`src/rtl/fft_pkg.sv`:
```
// Shared constants and state encoding for the radix-2 FFT stage scheduler.
package fft_pkg;

  localparam int N_LOG2_DEF  = 4;
  localparam int RD_LAT_DEF  = 1;
  localparam int BFU_LAT_DEF = 5;
  // Cycles from a read strobe to the matching write-back strobe.
  localparam int PIPE_DEF    = RD_LAT_DEF + BFU_LAT_DEF;

  typedef enum logic [1:0] {
    IDLE   = 2'd0,
    ISSUE  = 2'd1,
    DRAIN  = 2'd2,
    FINISH = 2'd3
  } state_t;

endpackage

```
`src/rtl/fft_addr_gen.sv`:
```
// Combinational butterfly address generator for an in-place radix-2 DIT FFT.
// For stage s and butterfly k: span = 2^s, pos = k mod span, grp = k >> s,
// a = grp*2*span + pos, b = a + span, twiddle = pos << (N_LOG2-1-s).
module fft_addr_gen
  import fft_pkg::*;
#(
  parameter int N_LOG2 = N_LOG2_DEF
) (
  input  logic [$clog2(N_LOG2)-1:0] stage,
  input  logic [N_LOG2-2:0]         k,
  output logic [N_LOG2-1:0]         addr_a,
  output logic [N_LOG2-1:0]         addr_b,
  output logic [N_LOG2-2:0]         tw_addr
);

  logic [N_LOG2-2:0] pos_mask;
  logic [N_LOG2-2:0] pos;
  logic [N_LOG2-2:0] grp;

  // Split k into group and position, then place the operand pair.
  always_comb begin
    pos_mask = ~({(N_LOG2-1){1'b1}} << stage);
    pos      = k & pos_mask;
    grp      = k >> stage;
    addr_a   = ({1'b0, grp} << (int'(stage) + 1)) | {1'b0, pos};
    addr_b   = addr_a + (N_LOG2'(1) << stage);
    tw_addr  = pos << (N_LOG2 - 1 - int'(stage));
  end

endmodule

```
`src/rtl/fft_stage_scheduler.sv`:
```
// Read/write-back scheduler for an in-place radix-2 DIT FFT.
// start is a one-cycle request sampled only in IDLE; there is no ready
// signal, a start seen in any other state is simply dropped.
// Per stage: N/2 back-to-back issue cycles, then PIPE drain cycles so the
// last write-back of a stage completes before the next stage reads.
module fft_stage_scheduler
  import fft_pkg::*;
#(
  parameter int N_LOG2  = N_LOG2_DEF,
  parameter int RD_LAT  = RD_LAT_DEF,
  parameter int BFU_LAT = BFU_LAT_DEF
) (
  input  logic                      clk,
  input  logic                      rst_n,
  input  logic                      start,
  output logic                      busy,
  output logic                      done,
  output logic                      rd_en,
  output logic [N_LOG2-1:0]         rd_addr_a,
  output logic [N_LOG2-1:0]         rd_addr_b,
  output logic [N_LOG2-2:0]         tw_addr,
  output logic                      wr_en,
  output logic [N_LOG2-1:0]         wr_addr_a,
  output logic [N_LOG2-1:0]         wr_addr_b,
  output logic [$clog2(N_LOG2)-1:0] stage
);

  localparam int PIPE = RD_LAT + BFU_LAT;
  localparam int SW   = $clog2(N_LOG2);
  localparam int KW   = N_LOG2 - 1;
  localparam int CW   = $clog2(PIPE + 1);

  localparam logic [KW-1:0] K_LAST     = '1;
  localparam logic [SW-1:0] STAGE_LAST = SW'(N_LOG2 - 1);
  localparam logic [CW-1:0] CNT_LAST   = CW'(PIPE - 1);

  state_t          state, state_nxt;
  logic [SW-1:0]   stage_nxt;
  logic [KW-1:0]   k, k_nxt;
  logic [CW-1:0]   cnt, cnt_nxt;
  logic [N_LOG2-1:0] gen_a, gen_b;
  logic [KW-1:0]     gen_tw;

  logic [PIPE-1:0]   en_dly;
  logic [N_LOG2-1:0] a_dly [PIPE];
  logic [N_LOG2-1:0] b_dly [PIPE];

  // Next-state, stage and butterfly-index logic.
  always_comb begin
    state_nxt = state;
    stage_nxt = stage;
    k_nxt     = k;
    cnt_nxt   = cnt;
    unique case (state)
      IDLE: begin
        if (start) begin
          state_nxt = ISSUE;
          stage_nxt = '0;
          k_nxt     = '0;
        end
      end
      ISSUE: begin
        if (k == K_LAST) begin
          state_nxt = DRAIN;
          cnt_nxt   = '0;
        end else begin
          k_nxt = k + 1'b1;
        end
      end
      DRAIN: begin
        if (cnt == CNT_LAST) begin
          if (stage == STAGE_LAST) begin
            state_nxt = FINISH;
          end else begin
            state_nxt = ISSUE;
            stage_nxt = stage + 1'b1;
            k_nxt     = '0;
          end
        end else begin
          cnt_nxt = cnt + 1'b1;
        end
      end
      FINISH: state_nxt = IDLE;
      default: state_nxt = IDLE;
    endcase
  end

  // Addresses are generated from the next stage/k so they register with rd_en.
  fft_addr_gen #(
    .N_LOG2(N_LOG2)
  ) u_addr_gen (
    .stage  (stage_nxt),
    .k      (k_nxt),
    .addr_a (gen_a),
    .addr_b (gen_b),
    .tw_addr(gen_tw)
  );

  // State register plus registered read-side and status outputs.
  always_ff @(posedge clk or negedge rst_n) begin
    if (!rst_n) begin
      state     <= IDLE;
      stage     <= '0;
      k         <= '0;
      cnt       <= '0;
      busy      <= 1'b0;
      done      <= 1'b0;
      rd_en     <= 1'b0;
      rd_addr_a <= '0;
      rd_addr_b <= '0;
      tw_addr   <= '0;
    end else begin
      state <= state_nxt;
      stage <= stage_nxt;
      k     <= k_nxt;
      cnt   <= cnt_nxt;
      busy  <= (state_nxt == ISSUE) || (state_nxt == DRAIN);
      done  <= (state_nxt == FINISH);
      rd_en <= (state_nxt == ISSUE);
      if (state_nxt == ISSUE) begin
        rd_addr_a <= gen_a;
        rd_addr_b <= gen_b;
        tw_addr   <= gen_tw;
      end
    end
  end

  // Write-back delay line: read strobe and addresses delayed by PIPE cycles.
  always_ff @(posedge clk or negedge rst_n) begin
    if (!rst_n) begin
      en_dly <= '0;
      for (int i = 0; i < PIPE; i++) begin
        a_dly[i] <= '0;
        b_dly[i] <= '0;
      end
    end else begin
      en_dly[0] <= rd_en;
      a_dly[0]  <= rd_addr_a;
      b_dly[0]  <= rd_addr_b;
      for (int i = 1; i < PIPE; i++) begin
        en_dly[i] <= en_dly[i-1];
        a_dly[i]  <= a_dly[i-1];
        b_dly[i]  <= b_dly[i-1];
      end
    end
  end

  assign wr_en     = en_dly[PIPE-1];
  assign wr_addr_a = a_dly[PIPE-1];
  assign wr_addr_b = b_dly[PIPE-1];

endmodule

```
`config.mk`:
```
export PLATFORM = sky130hd
export DESIGN_NAME = fft_stage_scheduler
export DESIGN_NICKNAME = d
export VERILOG_FILES = /design/src/rtl/fft_pkg.sv /design/src/rtl/fft_addr_gen.sv /design/src/rtl/fft_stage_scheduler.sv
export SDC_FILE = /design/constraint.sdc
export NUM_CORES = 1
export LEC_CHECK = 0
export ABC_AREA = 1
export BUFFER_PORTS_ARGS = -buffer_cell sky130_fd_sc_hd__buf_2
export CAP_MARGIN = 20
export CORE_MARGIN = 1
export CORE_UTILIZATION = 50
export DETAILED_ROUTE_END_ITERATION = 7
export GPL_TIMING_DRIVEN = 0
export PLACE_DENSITY = 0.71
export REMOVE_ABC_BUFFERS = 1
export SYNTH_ARGS = -nofsm -noshare
export SYNTH_HDL_FRONTEND = slang
export SYNTH_SLANG_ARGS = --single-unit
```
`constraint.sdc`:
```
create_clock -name clk -period 5.6 [get_ports clk]
set_input_delay 0.56 -clock clk [delete_from_list [all_inputs] [get_ports clk]]
set_output_delay 0.56 -clock clk [all_outputs]
set_load 0.02 [all_outputs]
```
### Word-level counts from Yosys, hierarchy flattened

Index checks and enable logic that the tools add are counted.

* logic and storage cells: 69
* input port bits: 3
* bits in registers: 78
* output and inout port bits: 25

* equality and inequality tests: 11
* reductions and logical operators: 4
* bitwise gates (word level): 3
* add/subtract/negate cells: 6
* multiplexer cells: 17
* shift-type cells: 5

Operators with widths (number)
* left shift 3 x 32 -> 3 bit: 1
* left shift 3 x 32 -> 4 bit: 1
* 2-to-1 mux 3 bit: 6
* 2-to-1 mux 2 bit: 7
* == test 2 bit, second input constant: 5
* case mux 3 bit (3 select lines): 1
* case mux 2 bit (4 select lines): 1
* adder 3 x 1 -> 3 bit, second input constant: 2
* == test 3 bit, second input constant: 2
* case mux 3 bit (2 select lines): 1
* adder 4 bit: 1
* == test 2 x 1 -> 1 bit, second input constant: 2
* inequality test 2 bit, second input constant: 2
* bitwise OR 4 x 3 -> 4 bit: 1
* case mux 2 bit (2 select lines): 1
* left shift 1 x 2 -> 4 bit, first input constant: 1
* adder 2 x 1 -> 3 bit, second input constant: 1
* AND 3 bit: 1
* inverter 3 bit: 1
* AND reduction 3 bit: 1
* left shift 3 x 2 -> 3 bit, first input constant: 1
* >> shifter 3 x 2 -> 3 bit: 1
* subtractor 2 x 2 -> 3 bit, first input constant: 1
* adder 2 x 1 -> 2 bit, second input constant: 1
* other kinds (3): 3

### Longest topological paths before layout

Gate-level depths: netlist of the first run.

* depth after elaboration: 9
* gate-level depth with buffers: 20

### By module

A second synthesis of the first run with hierarchy kept.

* cells, all modules: 223
* area, all modules: 2884.0 um2

Modules (own cells, without submodules)
* fft_stage_scheduler: instances 1, area an instance 2529.9 um2, cells each 171, sequential area each 1951.9 um2
* fft_addr_gen: instances 1, area an instance 354.1 um2, cells each 52, sequential area each 0.0 um2

### Worst setup path after synthesis of the first run

Ideal clock, no wire load.

* kind: register -> register
* start: register cnt[1]
* end: register rd_addr_b[3]
* path buffers: 0
* arrival: 2.566 ns
* data required time: 5.483 ns
* cell stages (with the launch flop): 19
* path slack: 2.916 ns
* cell sequence: dfrtp_1 > inv_1 > ha_1 > nand2_2 > inv_1 > nand2_1 > o21ai_4 > inv_4 > ha_1 > inv_1 > a31oi_1 > o21ai_2 > ha_1 > nand2_1 > nand2_1 > a31oi_1 > nand4_1 > nand3_1 > nand2_1

* word-level cells in the longest chain between the ends: 8

RTL lines
* start: declaration: line fft_stage_scheduler.sv:40 `logic [CW-1:0] cnt, cnt_nxt;`
* start signal: assignment: line fft_stage_scheduler.sv:116 `cnt <= cnt_nxt;`
* == test 3 bit (*): line fft_stage_scheduler.sv:71 `if (cnt == CNT_LAST) begin`
* 2-to-1 mux 2 bit (*): line fft_stage_scheduler.sv:71
* case mux 2 bit (2 select lines) (*): line fft_stage_scheduler.sv:54 `unique case (state)`
* via stage_nxt[1]: line fft_stage_scheduler.sv:38 `logic [SW-1:0] stage_nxt;`
* parallel branches: the longest is 3 deep, another holds adder 2 x 1 -> 3 bit
* bitwise OR 4 x 3 -> 4 bit (*): line fft_addr_gen.sv:25 `addr_a = ({1'b0, grp} << (int'(stage) + 1)) | {1'b0, pos};`
* via gen_a[2]: line fft_stage_scheduler.sv:41 `logic [N_LOG2-1:0] gen_a, gen_b;`
* adder 4 bit (*): line fft_addr_gen.sv:26 `addr_b = addr_a + (N_LOG2'(1) << stage);`
* end signal: assignment: line fft_stage_scheduler.sv:122 `rd_addr_b <= gen_b;`
* end: declaration: line fft_stage_scheduler.sv:20 `output logic [N_LOG2-1:0] rd_addr_b,`

Mark *: on every way through the listed nets, which the timed path passes.
A chain may end at the register's enable or synchronous reset.

### Worst setup path in the final report of the first run

Same ends and word-level chain as after synthesis.

==> impl_results.md, run 1 <==
- Crit Path Class: flip-flop to flip-flop
- Root buffer cell: clkbuf_8
- Share of the synthesized area in the top cell type: between 60% and 70%
- Initial Util: 52.41%
- Die H: roughly 80 µm
- Relative slew slack: 74.39%
- Largest net degree at the start of global routing: 78
- Antenna violations before repair: 0
- Final hold vios: 0
- Total grt overflow: 0
- Die Area: 0.006153 mm²
- Num ports: 28
- Die width: ~78 µm
- Worst hold slack: 0.3464 ns
- RSZ-0062 raised after global routing: false
- Worst path slowest cell: dfrtp_1
- Clock slew at reported path FFs: around 0.08 ns
- CTS tree: yes
- H-tree depth: 3
- Setup TNS: 0 ns
- Area leader, netlist: dfrtp_1
- Reg2Reg Setup Slack: 2.56 ns
- Yosys Warn Count: 0
- Syn Inst Count: 239
- Commonest non-fill, non-tap cell in the layout: dfrtp_1
- Peak VDD IR: 0.0002063 V
- P per Cell Area: 533.5 mW/mm²
- Worst EP arrival: 3.28 ns
- Inserted Clock Buffers: 9
- Layout cells sized above 1: between 20% and 30%
- Syn avg cell area: about 12 µm²
- Reg2Reg Depth: 18
- Startpoint types: flip-flop
- CP cell instances: inv_1 > ha_1 > nand2_2 > inv_1 > nand2_1 > o21ai_4 > inv_4 > ha_1 > inv_1 > a31oi_1 > o21ai_2 > ha_1 > nand2_1 > nand2_1 > a31oi_1 > nand4_1 > nand3_1 > nand2_1
- Fmax: 0.3288 GHz
- Clock Latency Late Sink: roughly 0.35 ns
- Hold_sp: a_dly[14]
- Static leakage: 1.761 nW
- Count of max-cap constraint violations: 0
- Clk buf depth: 2
- Drt total wl: 4.225 mm
- Final setup vio count: 0
- Vias in the first global route: approximately 1600
- Flops & latches, synth: 78
- Synth Flop Type: dfrtp_1
- Clock Skews: a little under 0.008 ns
- Nets: 284
- FF-to-FF End: rd_addr_b[3]
- Distinct cells, synth: 34
- Slew @ Worst Pin: approximately 0.38 ns
- R2R Path Start: cnt[1]
- First-pass GRT wire length: 7.369 mm
- Final Slew Violations: 0
- Drt wl/cell: between 10 and 15 µm
- Filler instances: 452
- Post-route minimum period: between 3 and 4 ns
- CP Max Fanout: 9
- Hold Path Depth: 0
- Status: finished clean
- Port bufs: 27
- First drt pass iteration count: 4
- DRT antenna net count: 0
- CORE AREA: 0.005574 mm²
- CP required: 5.84 ns
- Worst path most repeated cell: nand2_1
- Routability cong.: 0.8041
- Worst min-delay path endpoint: a_dly[10]
- Area grow syn2layout: 12.89%
- Cell area after synthesis: 0.002922 mm²
- Drt drc: 0
- EDFF count, synth: 0
- Post-DP HPWL: 2.867 mm
- Top cells by area, synth: dfrtp_1 67%, nand2_1 5.8%, ha_1 4.7%, inv_1 3.0%, buf_4 2.3%
- Clk sinks: 78
- Total GRT Usage: 16.39%
- Tcrit/Tclk final: 54.31%
- Row count: 27
- Initial drt markers: between 50 and 60
- Routed via count: 1656
- Commonest cells after routing, fill and taps aside: 78 x dfrtp_1, 45 x nand2_1, 26 x buf_2
- HP Class: flip-flop to flip-flop
- Post-synthesis async set-or-reset flop share: 100.0%
- Postcts setup bufs: 0
- Sequential share of the synthesized area: between 60% and 70%
- Via/cell ratio: 4.786
- CP Capture Type: flip-flop
- Crit path largest cell delay: between 0.3 and 0.4 ns
- Antenna fix cells: 0
[kinds of logic after synthesis]
kind of cell,share of synthesized area (%)
AOI/OAI and AO/OA,6.896
DFF,66.81
and+or+nand+nor,14.30
buffers and inverters,5.995
adders and majority gates,5.396
xor gates and xnor gates,0.5997
[synth_stat cells, types with 2 or more instances]
cell type,n
buf_4,9
a31oi_1,4
inv_1,23
nand4_1,2
nand2_1,45
nand3_2,5
nand2_2,3
inv_2,3
nand3_1,6
dfrtp_1,78
a21oi_1,4
nor2_4,3
o21ai_1,2
nor2_1,13
o21ai_4,2
o21ai_0,8
ha_1,11
xnor2_1,2
[per-stage QoR]
step,util [%],worst slack [ns],cell area [µm²],std cells,power (mW)
CTS,59.17,2.576,3298,346,1.784
global route,59.17,2.290,3298,346,1.887
floorplan,-,2.914,2850,229,1.238
finish,59.17,2.559,3298,346,1.760
detailed placement,55.71,2.472,3105,329,1.403
global placement,55.17,2.590,3075,328,1.373
[critical path: cells and delay by family, from the launching register on]
| family | cells | cell delay [ns] |
|---|---|---|
| DFF | 1 | 0.38 |
| adders and majority gates | 3 | 0.87 |
| buffers and inverters | 4 | 0.37 |
| and+or+nand+nor | 7 | 0.58 |
| AOI/OAI and AO/OA | 4 | 0.74 |
[flip-flops by register name, summed over array words and instances, names as in the netlist]
| register | cells |
|---|---|
| a_dly | 20 |
| busy | 1 |
| wr_addr_b | 4 |
| stage | 2 |
| rd_addr_a | 4 |
| b_dly | 20 |
| rd_en | 1 |
| state | 2 |
| wr_addr_a | 4 |
| rd_addr_b | 4 |
| cnt | 3 |
| en_dly | 6 |
| tw_addr | 3 |
| done | 1 |
| k | 3 |
[area by class of cell]
cell class / count / area [µm²] / share of cell area [%]
Tap cell: 72 / 90.09 / 2.731
Clock buffer: 11 / 151.4 / 4.590
Sequential cell: 78 / 1952 / 59.18
Multi-Input combinational cell: 124 / 794.5 / 24.09
Inverter: 27 / 103.9 / 3.149
Timing Repair Buffer: 29 / 175.2 / 5.311
Clock inverter: 5 / 31.28 / 0.9484
[worst max-delay path by stage]
stage | endpoint | from | depth (start not counted)
6_report | rd_addr_b[3] | cnt[1] | 18
5_1_grt | rd_addr_b[3] | cnt[1] | 18
4_1_cts | rd_addr_b[3] | cnt[1] | 18
3_5_place_dp | rd_addr_b[3] | start | 16
3_3_place_gp | rd_addr_b[3] | start | 16
2_1_floorplan | rd_addr_b[3] | cnt[1] | 18
[report_power, final]
| part | total, mW | internal [mW] | switching, mW |
|---|---|---|---|
| registers | 0.871 | 0.784 | 0.0874 |
| clock network | 0.374 | 0.184 | 0.190 |
| logic | 0.514 | 0.175 | 0.340 |
[per-layer routing]
layer / vias up / GRT usage [%] / part of all wire, %
met4: 0 / 8.889 / 3.0
met3: 11 / 6.047 / 3.9
li1: 816 / - / -
met2: 32 / 21.93 / 43
met5: - / 0 / 0
met1: 797 / 23.03 / 50
[what timing repair did]
item | CTS | global route
gates resized for setup | 0 | 0
hold buffers | 1 | 0
endpoints found under the hold margin | 1 | 0
(Power assumes the default switching activity.)
==> run 2: changes to the inputs <==
- ABC_AREA: 1 -> 0
- PLACE_DENSITY: 0.71 -> 0.74
- clock period: 5.6 -> 2.7 ns (I/O delays scaled with it)
==> run 2 against run 1 <==
Net effect:
- the run now ends with negative setup slack left
- core utilization grew 9.0 points
- routed wire length is 44% higher
- flip-flop and latch count unchanged
- critical path type unchanged
- critical endpoint unchanged
- largest cell class unchanged
==> impl_results.md, run 2 <==
- Adder-cell area share of the yosys netlist: 5.353%
- Worst path slowest cell: dfrtp_1
- Area leader, netlist: dfrtp_1
- Final hold vios: 0
- DRT antenna net count: 0
- Post-synthesis async set-or-reset flop share: 100.0%
- Share of the synthesized area in the top cell type: 66.27%
- Total grt overflow: 0
- First-pass GRT wire length: 10.01 mm
- Compound-cell area share of the yosys netlist: 9.728%
- Post-DP HPWL: 2.936 mm
- CTS tree: yes
- Commonest cells in the netlist: 78 x dfrtp_1, 14 x nand2_1, 12 x a21oi_1, 12 x inv_1, 11 x ha_1
- Post-route minimum period: 3.332 ns
- Largest regs: a_dly x20, b_dly x20, en_dly x6
- Clock Power Share: 20.4%
- Fmax: 0.3002 GHz
- Count of max-cap constraint violations: 0
- Final total power: 4.691 mW
- Top cells by area, synth: dfrtp_1 66%, ha_1 4.7%, buf_4 2.3%, a21oi_1 2.0%, nand2_1 1.8%
- Most frequent cell after synthesis: dfrtp_1
- Placed Cells incl. Taps: 304
- Port bufs: 27
- Xor and xnor area share after synthesis: less than 1%
- Buf/Inv on CP: 2
- Inserted Clock Buffers: 9
- Worst Setup EP: rd_addr_b[3]
- Relative slew slack: 62.84%
- Vias in the first global route: 2056
- Clock slew at reported path FFs: 0.08 ns
- Static leakage: roughly 1.8 nW
- CORE AREA: 0.005608 mm²
- Nets: 294
- Num ports: 28
- Total GRT Usage: 22.22%
- Failing checks: negative setup slack
- Worst EP arrival: 3.59 ns
- Slew @ Worst Pin: 0.5548 ns
- Yosys Warn Count: 0
- Combinational share of power: about two fifths
- Reg2Reg Setup Slack: -0.63 ns
- Switching Fraction: between 30% and 40%
- Clk sinks: 78
- Critical Path Start: cnt[1]
- Sequential share of the synthesized area: about 66%
- FF-to-FF End: rd_addr_b[3]
- Routed via count: 1961
- Crit path largest cell delay: 0.39 ns
- Crit path depth: 15
- Flops & latches, synth: a little under 80
- RSZ-0062 raised after global routing: true
- Clock Skews: 0.007131 ns
- Setup TNS: -1.210 ns
- Final Slew Violations: 0
- Switch Pwr: 1.624 mW
- Reg2Reg Depth: 15
- Largest family of logic cells by synthesized area: simple AND/OR/NAND/NOR gates
- Largest net degree at the start of global routing: 63
- Commonest non-fill, non-tap cell in the layout: dfrtp_1
- Via/cell ratio: 5.524
- Antenna violations before repair: 0
- Internal Power: 3.067 mW
- EDFF count, synth: 0
- R2R Path Start: cnt[1]
- Antenna fix cells: 0
- Clk buf depth: 2
- Finished Layout Cells: about 360
- CP Capture Type: flip-flop
- Status: finished with violations
- Setup WS post-layout: -0.6316 ns
- HP Class: input pin to asynchronous set/reset pin
- Synth Area in Simple Gates: 11.13%
- Peak VDD IR: 0.0008285 V
- Final setup vio count: 3
- Startpoint types: flip-flop
- Commonest cells after routing, fill and taps aside: 75 x dfrtp_1, 32 x buf_4, 26 x buf_2
- Seq pwr share: 38.4%
- Root buffer cell: clkbuf_8
- Die Area: 0.006202 mm²
- Initial drt markers: 85
- Worst hold slack: roughly 0.35 ns
- Mux cell area share after synthesis: 2.336%
- Layout cells sized above 1: 42.76%
- CP Max Fanout: 6
- P per Cell Area: ~1200 mW/mm²
- Die H: 78.75 µm
- Final core utilization: 68.18%
- Distinct cells, synth: 50
- Clock Latency Late Sink: 0.35 ns
- Syn Inst Count: 217
- Drt wl/cell: about 17 µm
- Row count: 27
- Routability cong.: 0.8274
- CP cell instances: inv_2 > ha_4 > nand4b_4 > mux2i_4 > nor2_2 > ha_4 > buf_4 > a22oi_2 > o21ai_2 > ha_1 > a21o_1 > a21o_1 > nor2b_1 > mux2_4 > nor4b_4
- CP required: roughly 3 ns
- Drt total wl: 6.068 mm
- Die width: 78.75 µm
- Synth Flop Type: dfrtp_1
- Syn avg cell area: between 10 and 15 µm²
- Tcrit/Tclk final: 123.4%
- Crit Path Class: flip-flop to flip-flop
- Initial Util: 52.52%
- Drt drc: 0
- Top cell family by delay on the critical path: simple AND/OR/NAND/NOR gates
- H-tree depth: 3
- First drt pass iteration count: 5
- Cell area after synthesis: 0.002945 mm²
- Area grow syn2layout: 29.82%
[run 2: cell families after synthesis]
family                   after synthesis
buffers and inverters                 25
adder cells (fa/ha/maj)               12
XOR/XNOR                               2
AO/OA/AOI/OAI                         40
flip-flops                            78
AND/OR/NAND/NOR                       54
multiplexers                           6
[run 2: worst register-to-register path, delay by kind of cell, from the launching register on]
family / cells / cell delay [ns]
and+or+nand+nor: 4 / 0.73
adders and majority gates: 3 / 0.71
AOI/OAI and AO/OA: 4 / 0.69
muxes: 2 / 0.50
DFF: 1 / 0.39
buffers and inverters: 2 / 0.22
[run 2: per-layer routing]
metal / up-vias / wire length [µm] / track usage [%]
met3: 25 / 371 / 6.667
met1: 966 / 2493 / 27.80
met2: 93 / 2949 / 34.00
met4: 0 / 254 / 13.70
met5: - / 0 / 0
li1: 877 / - / -
[run 2: power groups by stage]
| stage | Combinational (mW) | Sequential [mW] | Clock (mW) |
|---|---|---|---|
| floorplan | 0.686 | 1.95 | 0 |
| global placement | 1.14 | 1.81 | 0 |
| detailed placement | 1.16 | 1.85 | 0 |
| CTS | 1.85 | 1.80 | 0.973 |
| global route | 2.10 | 1.85 | 1.03 |
| finish | 1.93 | 1.80 | 0.958 |
[run 2: timing repair]
| item | 4_1_cts | 5_1_grt |
|---|---|---|
| endpoints found under the setup margin | 7 | 9 |
| gates cloned | 0 | 0 |
| resized for setup | 42 | 9 |
| hold endpoints to repair | 16 | 0 |
| buffers inserted | 40 | 7 |
| hold buffers | 1 | 0 |
| pin swaps | 18 | 8 |
[run 2: worst min path at each step]
stage	to	slack (ns)	depth (start not counted)
after floorplan	a_dly[10]	-0.03	0
after global placement	b_dly[5]	0.33	0
after detailed placement	cnt[1]	0.16	1
after CTS	state[1]	0.34	2
after global routing	a_dly[9]	0.35	0
final	cnt[2]	0.35	2
[run 2: cell type report]
class | count | area (µm²)
Sequential cell | 78 | 1956
Fill cell | 388 | 1784
Multi-Input combinational cell | 114 | 1059
Timing Repair Buffer | 64 | 452.9
Clock buffer | 10 | 137.6
Tap cell | 72 | 90.09
Clock inverter | 5 | 81.33
Inverter | 12 | 47.55
[run 2: metrics by stage]
step | area (µm²) | setup WS [ns]
after floorplan | 2855 | -0.8802
after global placement | 3080 | -1.316
after detailed placement | 3110 | -1.330
after CTS | 3766 | -0.4145
after global routing | 3824 | -0.7962
final | 3824 | -0.6316
